<file path="src/rtl/axis_byte_packer.sv">
// AXI-Stream byte packer: compacts partially-kept input beats into full output beats,
// with optional output lane reversal and a sticky flag for non-contiguous tkeep.
module axis_byte_packer #(
    parameter int unsigned DATA_BYTES = 8,
    parameter bit          SWAP_BYTES = 1'b0
) (
    input  logic                    i_clk,
    input  logic                    i_rst,
    input  logic [DATA_BYTES*8-1:0] i_tdata,
    input  logic [DATA_BYTES-1:0]   i_tkeep,
    input  logic                    i_tvalid,
    input  logic                    i_tlast,
    output logic                    o_tready,
    output logic [DATA_BYTES*8-1:0] o_tdata,
    output logic [DATA_BYTES-1:0]   o_tkeep,
    output logic                    o_tvalid,
    output logic                    o_tlast,
    input  logic                    i_tready,
    output logic                    o_err_keep
);

    localparam int unsigned DW = DATA_BYTES * 8;
    localparam int unsigned BB = 2 * DATA_BYTES;
    localparam int unsigned BW = BB * 8;
    localparam int unsigned CW = $clog2(BB + 1);

    if (DATA_BYTES < 2 || (DATA_BYTES & (DATA_BYTES - 1)) != 0) begin : g_param_check
        $error("axis_byte_packer: DATA_BYTES must be a power of 2 and at least 2");
    end

    logic [BW-1:0] sbuf_q, sbuf_n;
    logic [CW-1:0] cnt_q, cnt_n, cnt_s, popped, nb;
    logic          fl_q, fl_n;
    logic          zl_q, zl_n;
    logic          accept, pop, err_hit;
    logic [DW-1:0] data_m;
    logic [BW-1:0] ins;

    logic [DW-1:0]         data_n;
    logic [DATA_BYTES-1:0] keep_n;
    logic                  valid_n, last_n, ready_n, err_n;

    assign accept = i_tvalid && o_tready;
    assign pop    = o_tvalid && i_tready;

    // Accepted byte count: index of the lowest cleared keep bit.
    always_comb begin
        nb = CW'(DATA_BYTES);
        for (int k = int'(DATA_BYTES) - 1; k >= 0; k--) begin
            if (!i_tkeep[k]) nb = CW'(k);
        end
    end

    assign err_hit = (i_tkeep >> nb) != '0;
    assign popped  = (cnt_q >= CW'(DATA_BYTES)) ? CW'(DATA_BYTES) : cnt_q;

    always_comb begin
        data_m = '0;
        for (int k = 0; k < int'(DATA_BYTES); k++) begin
            if (CW'(k) < nb) data_m[8*k +: 8] = i_tdata[8*k +: 8];
        end
    end

    // Buffer bytes at and above cnt are always zero, so appending is a shifted OR.
    always_comb begin
        sbuf_n = sbuf_q;
        cnt_s  = cnt_q;
        fl_n   = fl_q;
        zl_n   = zl_q;
        ins    = '0;
        if (pop) begin
            sbuf_n = sbuf_q >> DW;
            cnt_s  = cnt_q - popped;
            zl_n   = 1'b0;
            if (o_tlast) fl_n = 1'b0;
        end
        cnt_n = cnt_s;
        if (accept) begin
            ins    = BW'(data_m) << {cnt_s, 3'b000};
            sbuf_n = sbuf_n | ins;
            cnt_n  = cnt_s + nb;
            if (i_tlast) begin
                fl_n = 1'b1;
                if (nb == '0 && cnt_s == '0) zl_n = 1'b1;
            end
        end
    end

    always_comb begin
        valid_n = (cnt_n >= CW'(DATA_BYTES)) || (fl_n && cnt_n != '0) || zl_n;
        last_n  = valid_n && fl_n && (cnt_n <= CW'(DATA_BYTES));
        ready_n = !fl_n && (cnt_n <= CW'(DATA_BYTES));
        err_n   = o_err_keep || (accept && err_hit);
        data_n  = '0;
        keep_n  = '0;
        for (int i = 0; i < int'(DATA_BYTES); i++) begin
            if (SWAP_BYTES) begin
                data_n[8*i +: 8] = sbuf_n[8*(int'(DATA_BYTES)-1-i) +: 8];
                keep_n[i]        = CW'(int'(DATA_BYTES) - 1 - i) < cnt_n;
            end else begin
                data_n[8*i +: 8] = sbuf_n[8*i +: 8];
                keep_n[i]        = CW'(i) < cnt_n;
            end
        end
    end

    always_ff @(posedge i_clk) begin
        if (i_rst) begin
            sbuf_q     <= '0;
            cnt_q      <= '0;
            fl_q       <= 1'b0;
            zl_q       <= 1'b0;
            o_tready   <= 1'b0;
            o_tdata    <= '0;
            o_tkeep    <= '0;
            o_tvalid   <= 1'b0;
            o_tlast    <= 1'b0;
            o_err_keep <= 1'b0;
        end else begin
            sbuf_q     <= sbuf_n;
            cnt_q      <= cnt_n;
            fl_q       <= fl_n;
            zl_q       <= zl_n;
            o_tready   <= ready_n;
            o_tdata    <= data_n;
            o_tkeep    <= keep_n;
            o_tvalid   <= valid_n;
            o_tlast    <= last_n;
            o_err_keep <= err_n;
        end
    end

endmodule

</file>
<file path="config.mk">
export PLATFORM = sky130hd
export DESIGN_NAME = axis_byte_packer
export DESIGN_NICKNAME = d
export VERILOG_FILES = /design/src/rtl/axis_byte_packer.sv
export SDC_FILE = /design/constraint.sdc
export NUM_CORES = 1
export LEC_CHECK = 0
export CAP_MARGIN = 20
export CORE_AREA = 3 3 188 190
export DETAILED_ROUTE_END_ITERATION = 6
export DIE_AREA = 0 0 191 193
export HOLD_SLACK_MARGIN = 0.02
export PLACE_DENSITY_LB_ADDON = 0.08
export SYNTH_ARGS = -nofsm -noshare
export SYNTH_HDL_FRONTEND = slang
export SYNTH_SLANG_ARGS = --single-unit
</file>
<file path="constraint.sdc">
create_clock -name i_clk -period 4.1 [get_ports i_clk]
set_clock_uncertainty 0.05 [all_clocks]
set_input_delay 0.82 -clock i_clk [delete_from_list [all_inputs] [get_ports i_clk]]
set_output_delay 0.82 -clock i_clk [all_outputs]
set_load 0.1 [all_outputs]
</file>
==> results of run 1 <==
## flip-flops by register name (all words and copies together), names as in the netlist
name,count
cnt_q,5
fl_q,1
o_err_keep,1
o_tdata,63
o_tkeep,8
o_tlast,1
o_tready,1
o_tvalid,1
sbuf_q,65
zl_q,1
## metrics by stage
step / power (mW) / cell area, um2
5_1_grt: 4.64 / 12100
6_report: 4.49 / 12100
2_1_floorplan: 2.35 / 9710
3_5_place_dp: 2.78 / 11500
4_1_cts: 4.50 / 12100
3_3_place_gp: 2.78 / 11500
## worst max-delay path by stage
stage / startpoint / end / slack, ps / cells past startpoint
after floorplan: o_tvalid / o_tlast / 300 / 14
after global placement: i_tkeep[3] / o_tkeep[2] / 160 / 13
after detailed placement: i_tkeep[3] / o_tlast / 110 / 13
after CTS: i_tkeep[3] / o_tlast / 580 / 13
after global routing: i_tkeep[3] / o_tlast / 330 / 13
final: i_tkeep[3] / o_tlast / 550 / 13
## worst max-delay path, stage by stage
cell             delay [ps]
clkdlybuf4s50_1         540
nand2_1                 150
o2111ai_1               170
nand2_1                 130
ha_1                    190
inv_1                    70
fa_1                    440
nor2b_1                 200
nor4_1                   70
o31ai_1                 250
xnor2_1                 240
o21ai_0                 220
a2111oi_2               350
## where the power goes
| group | total, mW | leakage, nW | internal [mW] | switching [mW] |
|---|---|---|---|---|
| Clock | 1.72 | 0.301 | 1.00 | 0.724 |
| Combinational | 1.25 | 2.75 | 0.363 | 0.889 |
| Sequential | 1.51 | 1.19 | 1.48 | 0.0364 |
## area by class of cell
type                       instances  area [um2]  share of cell area, %
inverter                          12        45.0                  0.372
clock buffer                      19         453                   3.74
clock inverter                    13         171                   1.42
timing repair buffer             226        2140                   17.6
tap                              448         561                   4.63
sequential                       147        2940                   24.3
multi-input combinational        955        5800                   47.9
## logic make-up (layout without fill, tap and decap cells)
| logic type | count (synthesis) | count (layout) |
|---|---|---|
| AOI/OAI and AO/OA | 455 | 455 |
| xor gates and xnor gates | 2 | 2 |
| adders and majority gates | 6 | 6 |
| buffers and inverters | 181 | 270 |
| DFF | 147 | 147 |
| muxes | 42 | 42 |
| other | 2 | 2 |
| and+or+nand+nor | 448 | 448 |
## layout by cell type, fill, tap and decap left out, types with 9 or more instances in the layout
cell type	netlist	layout
a21o_1	15	15
a21oi_1	69	69
a221o_1	14	14
a221oi_1	10	10
a22o_1	18	18
a22oi_1	29	29
a31oi_1	66	66
a32oi_1	13	13
and2_1	16	15
and3_1	25	25
buf_4	67	70
clkbuf_16	0	17
clkdlybuf4s50_1	0	151
dfxtp_1	147	147
inv_1	9	9
mux2_2	12	12
mux2i_1	30	30
nand2_1	213	213
nand3_1	49	49
nand4_1	19	19
nor2_1	58	56
nor3_1	25	25
o211ai_1	34	34
o21ai_0	74	74
o221ai_1	10	10
o22ai_1	26	26
o32ai_1	10	10
## per-layer routing
metal	wire [um]	up-vias
li1	-	4921
met1	20500	5121
met2	19500	526
met3	4040	64
met4	1190	0
met5	0	-
==> results by group, run 1 <==
CTS
  – CTS resizes: 0
  – CTS buffer count: 17
  – CTS sink count: between 100 and 150
  – CTS max path bufs: 2
  – Clk_lat worst skew: 460 ps
  – Post-CTS setup buffers: 0
  – Clk root buf: clkbuf_16
  – TritonCTS clock tree: built
  – Clock slew at reported path FFs: roughly 70 ps
  – Cts hold-fix bufs: 0
  – H-Tree Depth: 4

Floorplanning
  – Die ar.: roughly 37000 um2
  – Io pins: about 150
  – Die H: about 190 um
  – Die W: between 150 and 200 um
  – Initial Util: 28.9%
  – Rows: 67
  – Core Footprint: 33600 um2

Min path
  – Hold path cells: 2
  – HP Class: reg -> reg
  – Hold path endpoint: sbuf_q[120]
  – Min-delay src: sbuf_q[120]

STA
  – Final worst slack: 547 ps
  – Hold_ws: about 400 ps
  – RSZ-0062 raised after global routing: false
  – Tmin final: roughly 3600 ps
  – Endpoints failing hold: 0
  – Worst slew pin tran: ~1000 ps
  – Highest Clock Rate: 281 MHz
  – Slew Limit Fails: 0
  – Fin Setup TNS: 0 ps
  – Rel. slew slack: about a third
  – Setup Viol. Count Final: 0
  – Final Cycle Share: between 80% and 90%

Layout
  – Filler Cell Count: around 3500
  – Layout Utilization: between 30% and 40%
  – Inserted Diodes: 0
  – Nets: roughly 1400
  – Post-Layout Cell Count: between 1500 and 2000
  – Layout area overhead: 24.7%
  – Layout cells sized above 1: between 10% and 20%

Pwr
  – Leak: approximately 4.2 nW
  – Maximum VDD drop: around 300 uV
  – P per Cell Area: roughly 370 nW/um2

Logic synthesis
  – Netlist cell types: between 70 and 80
  – Syn_area_per_cell: around 7.6 um2
  – Net Count, Synth: ~1400
  – Top cells by area, synth: dfxtp_1 (30%), nand2_1 (8.2%), buf_4 (5.2%)
  – Async set or reset register ratio after synthesis: 0%
  – Main combinational cell family by area after synthesis: compound AO/OA/AOI/OAI gates
  – Largest area contributor in the netlist: dfxtp_1
  – Mux cell area share after synthesis: under 10%
  – Count leader, synth: nand2_1
  – Simple-gate share of the synthesized area: a little over a fifth
  – Post-synthesis compound-gate area fraction: about a third
  – Synthesis Warnings: 0
  – List of most frequent post-synthesis cells: nand2_1 (213), dfxtp_1 (147), o21ai_0 (74)
  – Seq/Total Area, Yosys: 30.3%
  – Post-Synthesis Cells: about 1300
  – Synth Flop Type: dfxtp_1
  – Yosys reg bits: 147
  – Yosys top cell area share: between 30% and 40%
  – EDFF count, synth: 0
  – Post-Synth XOR/XNOR Area: less than 1%
  – Adder-cell share of the synthesized area: less than 1%
  – Post-Syn Area: 9710 um2

Setup path
  – Crit end category: flop
  – Reg2reg start: cnt_q[3]
  – CP required: ~4400 ps
  – CP arrival: around 3900 ps
  – Setup crit start kind: input pin
  – Setup CP Type: in -> reg
  – R2r endpoint: o_tlast
  – Register-to-register setup slack: between 600 and 700 ps
  – Critical path peak fanout: 7
  – Worst R2R Path Depth: 11

Detailed routing
  – Final wirelength: approximately 45000 um
  – Vias: around 11000
  – DRT iter0 DRCs: 1107
  – First-pass DRT Iterations: 5
  – Post-route DRC: 0
  – Routed Antenna Nets: 0
  – DR vias/cell: ~5.8
  – Avg WL per Cell: ~25 um

Global routing
  – All-layer global routing usage: between 20% and 30%
  – Largest net degree at the start of global routing: 82
  – Met3 GRT Util: around 7.0%
  – Most used routing layer: met2
  – GR Overflow Total: 0
  – First-pass GRT wire length: roughly 67000 um
  – Initial antenna violation count: 1
  – GRT met1 Usage: between 30% and 40%
  – Vias in the first global route: around 10000
  – Met2 Use GR: between 30% and 40%

Outcome
  – Outcome: finished, final reports clean

Place
  – Port bufs: roughly 150
  – Place WS: 113 ps
  – Dpl hpwl: 33100 um
  – Gpl congestion: about 0.91
  – Cells after DPL: between 1500 and 2000

Flow run
  – Max-cap violations: 0
Power figures use the tool's default switching activity.
==> run 2, diff against run 1 <==
--- a/config.mk
+++ b/config.mk
@@ -6,9 +6,9 @@
 export NUM_CORES = 1
 export LEC_CHECK = 0
 export CAP_MARGIN = 20
-export CORE_AREA = 3 3 188 190
+export CORE_AREA = 4 4 189 191
 export DETAILED_ROUTE_END_ITERATION = 6
-export DIE_AREA = 0 0 191 193
+export DIE_AREA = 0 0 193 195
 export HOLD_SLACK_MARGIN = 0.02
 export PLACE_DENSITY_LB_ADDON = 0.08
 export SYNTH_ARGS = -nofsm -noshare
==> results by group, run 2 (synthesis results as in run 1) <==
Layout
  – Most common cell after layout, fill and taps aside: nand2_1
  – Biggest regs: sbuf_q: 65 flops, o_tdata: 63 flops, o_tkeep: 8 flops
  – Filler Cell Count: 3632 (+2.9%)
  – Nets: 1445 (+0.21%)
  – Layout cells sized above 1: 10.4% (-0.023 points)
  – Inserted Diodes: 0 (unchanged)
  – Design area: 12100 um2 (-0.24%)
  – Number of flip-flops in the largest register: 65 (unchanged)
  – Commonest cells after routing, fill and taps aside: nand2_1 (213), clkdlybuf4s50_1 (151), dfxtp_1 (147)
  – Layout area overhead: 24.4%
  – Register with the most flip-flops: sbuf_q

CTS
  – CTS buffer count: 17 (unchanged)
  – Post-CTS setup buffers: 0 (unchanged)
  – Clk root buf: clkbuf_16
  – TritonCTS clock tree: built
  – CTS sink count: 147 (unchanged)
  – H-Tree Depth: 4 (unchanged)
  – CTS resizes: 0 (unchanged)
  – CTS max path bufs: 2 (unchanged)
  – Clock slew at reported path FFs: 60 ps (about the same)
  – Clk_lat worst skew: 450 ps (about the same)
  – Cts hold-fix bufs: 0 (unchanged)

Pwr
  – Leak: 4.24 nW (-0.13%)
  – P per Cell Area: 364 nW/um2 (-1.9%)
  – Maximum VDD drop: 295 uV (-0.29%)

Setup path
  – Setup CP Type: in -> reg
  – Worst R2R Path Depth: 11 (unchanged)
  – Register-to-register setup slack: 700 ps (+70 ps)
  – CP max-delay cell: clkdlybuf4s50_1
  – CP cell instances: clkdlybuf4s50_1 > nor2b_1 > o2111ai_1 > nand2_1 > ha_1 > inv_1 > fa_1 > nor2b_1 > nor4_1 > o31ai_1 > xnor2_1 > o21ai_0 > a2111oi_2
  – Most used cell, CP: nor2b_1
  – CP arrival: 3840 ps (about the same)
  – R2r endpoint: o_tlast
  – Critical path's largest stage delay: 480 ps (-60 ps)
  – CP required: 4400 ps (about the same)
  – Reg2reg start: cnt_q[3]
  – Critical path peak fanout: 5 (-2)
  – Setup crit start kind: input pin
  – Crit end category: flop

Min path
  – Hold path cells: 2 (unchanged)
  – HP Class: reg -> reg
  – Hold path endpoint: sbuf_q[124]
  – Min-delay src: sbuf_q[124]

STA
  – Setup Viol. Count Final: 0 (unchanged)
  – Final Cycle Share: 86.4% (-0.27 points)
  – Highest Clock Rate: 282 MHz (+0.31%)
  – Fin Setup TNS: 0 ps (unchanged)
  – Endpoints failing hold: 0 (unchanged)
  – Slew Limit Fails: 0 (unchanged)
  – Rel. slew slack: 31.9% (+0.28 points)
  – Worst slew pin tran: 1020 ps (-4.22 ps)
  – RSZ-0062 raised after global routing: false
  – Tmin final: 3540 ps (-11.0 ps)

Global routing
  – Initial antenna violation count: 0 (-1)
  – First-pass GRT wire length: 68300 um (+2.4%)
  – Largest net degree at the start of global routing: 77 (-6.1%)
  – GR Overflow Total: 0 (unchanged)
  – All-layer global routing usage: 24.2% (about the same)
  – Vias in the first global route: 10100 (-0.44%)

Place
  – Dpl hpwl: 33900 um (+2.5%)
  – Port bufs: 152 (unchanged)
  – Post-DP Area: 11500 um2 (about the same)
  – Gpl congestion: 0.921 (+1.6%)

Floorplanning
  – Die ar.: 37600 um2 (+2.1%)
  – Die H: 195 um (+1.0%)
  – Core Footprint: 34100 um2 (+1.5%)
  – Io pins: 153 (unchanged)
  – Die W: 193 um (+1.0%)
  – Initial Util: 28.5% (-0.42 points)
  – Rows: 68 (+1.5%)

Detailed routing
  – Vias: 10600 (-0.51%)
  – First-pass DRT Iterations: 5 (unchanged)
  – DRT iter0 DRCs: 1168 (+5.5%)
  – Post-route DRC: 0 (unchanged)
  – DR vias/cell: 5.78 (-1.1%)
  – Avg WL per Cell: 25.2 um (+1.6%)
  – Routed Antenna Nets: 0 (unchanged)
  – Final wirelength: 46200 um (+2.1%)

Flow run
  – Max-cap violations: 0 (unchanged)

Outcome
  – Outcome: finished, final reports clean
[run 2: changes by cell type in the layout (fill, tap and decap cells not counted)]
| cell | change |
|---|---|
| clkinv_4 | +2 |
| buf_12 | -2 |
| clkinvlp_4 | -1 |
| buf_4 | +5 |
| inv_6 | -3 |
| clkbuf_1 | +3 |
| bufinv_16 | -1 |
[run 2: cell type report]
| class | count | area [um2] | share of cell area (%) |
|---|---|---|---|
| Clock buffer | 22 | 464 | 3.84 |
| Clock inverter | 10 | 125 | 1.04 |
| Inverter | 12 | 45.0 | 0.373 |
| Multi-Input combinational cell | 955 | 5800 | 48.0 |
| Sequential cell | 147 | 2940 | 24.4 |
| Tap cell | 455 | 569 | 4.71 |
| Timing Repair Buffer | 229 | 2130 | 17.7 |
[run 2: how the worst max path moves through the flow]
stage | start | end | slack, ps
after detailed placement | i_tkeep[3] | o_tlast | 120
after global placement | i_tkeep[7] | o_tlast | 230
after CTS | i_tkeep[7] | o_tlast | 580
after floorplan | o_tvalid | o_tlast | 300
final | i_tkeep[7] | o_tlast | 560
after global routing | i_tkeep[7] | o_tlast | 290
[run 2: report_power, final]
group / leakage [nW] / switching [mW] / total [mW] / internal (mW)
logic: 2.76 / 0.897 / 1.26 / 0.362
registers: 1.19 / 0.0358 / 1.51 / 1.48
clock network: 0.285 / 0.688 / 1.62 / 0.934
total: 4.24 / 1.62 / 4.40 / 2.77
[run 2: worst max-delay path, delay by kind of cell]
family,cells,cell delay [ps]
AOI/OAI and AO/OA,4,980
buffers and inverters,2,560
adders and majority gates,2,640
xor gates and xnor gates,1,230
and+or+nand+nor,4,610
[run 2: layer usage]
| metal | up-vias | share of wire [%] | track usage (%) |
|---|---|---|---|
| met5 | - | 0 | 0 |
| li1 | 4931 | - | - |
| met2 | 470 | 44 | 36.2 |
| met4 | 0 | 2.5 | 7.34 |
| met3 | 59 | 7.8 | 5.54 |
| met1 | 5118 | 46 | 34.8 |
[run 2: stage by stage]
stage | cells | power (mW) | setup slack, ps | hold slack, ps | util (%)
floorplan | 1283 | 2.35 | 299 | 370 | -
global placement | 1798 | 2.80 | 234 | 389 | 33.7
detailed placement | 1798 | 2.79 | 124 | 392 | 33.7
CTS | 1830 | 4.43 | 578 | 406 | 35.4
global route | 1830 | 4.56 | 293 | 430 | 35.4
finish | 1830 | 4.40 | 558 | 406 | 35.4
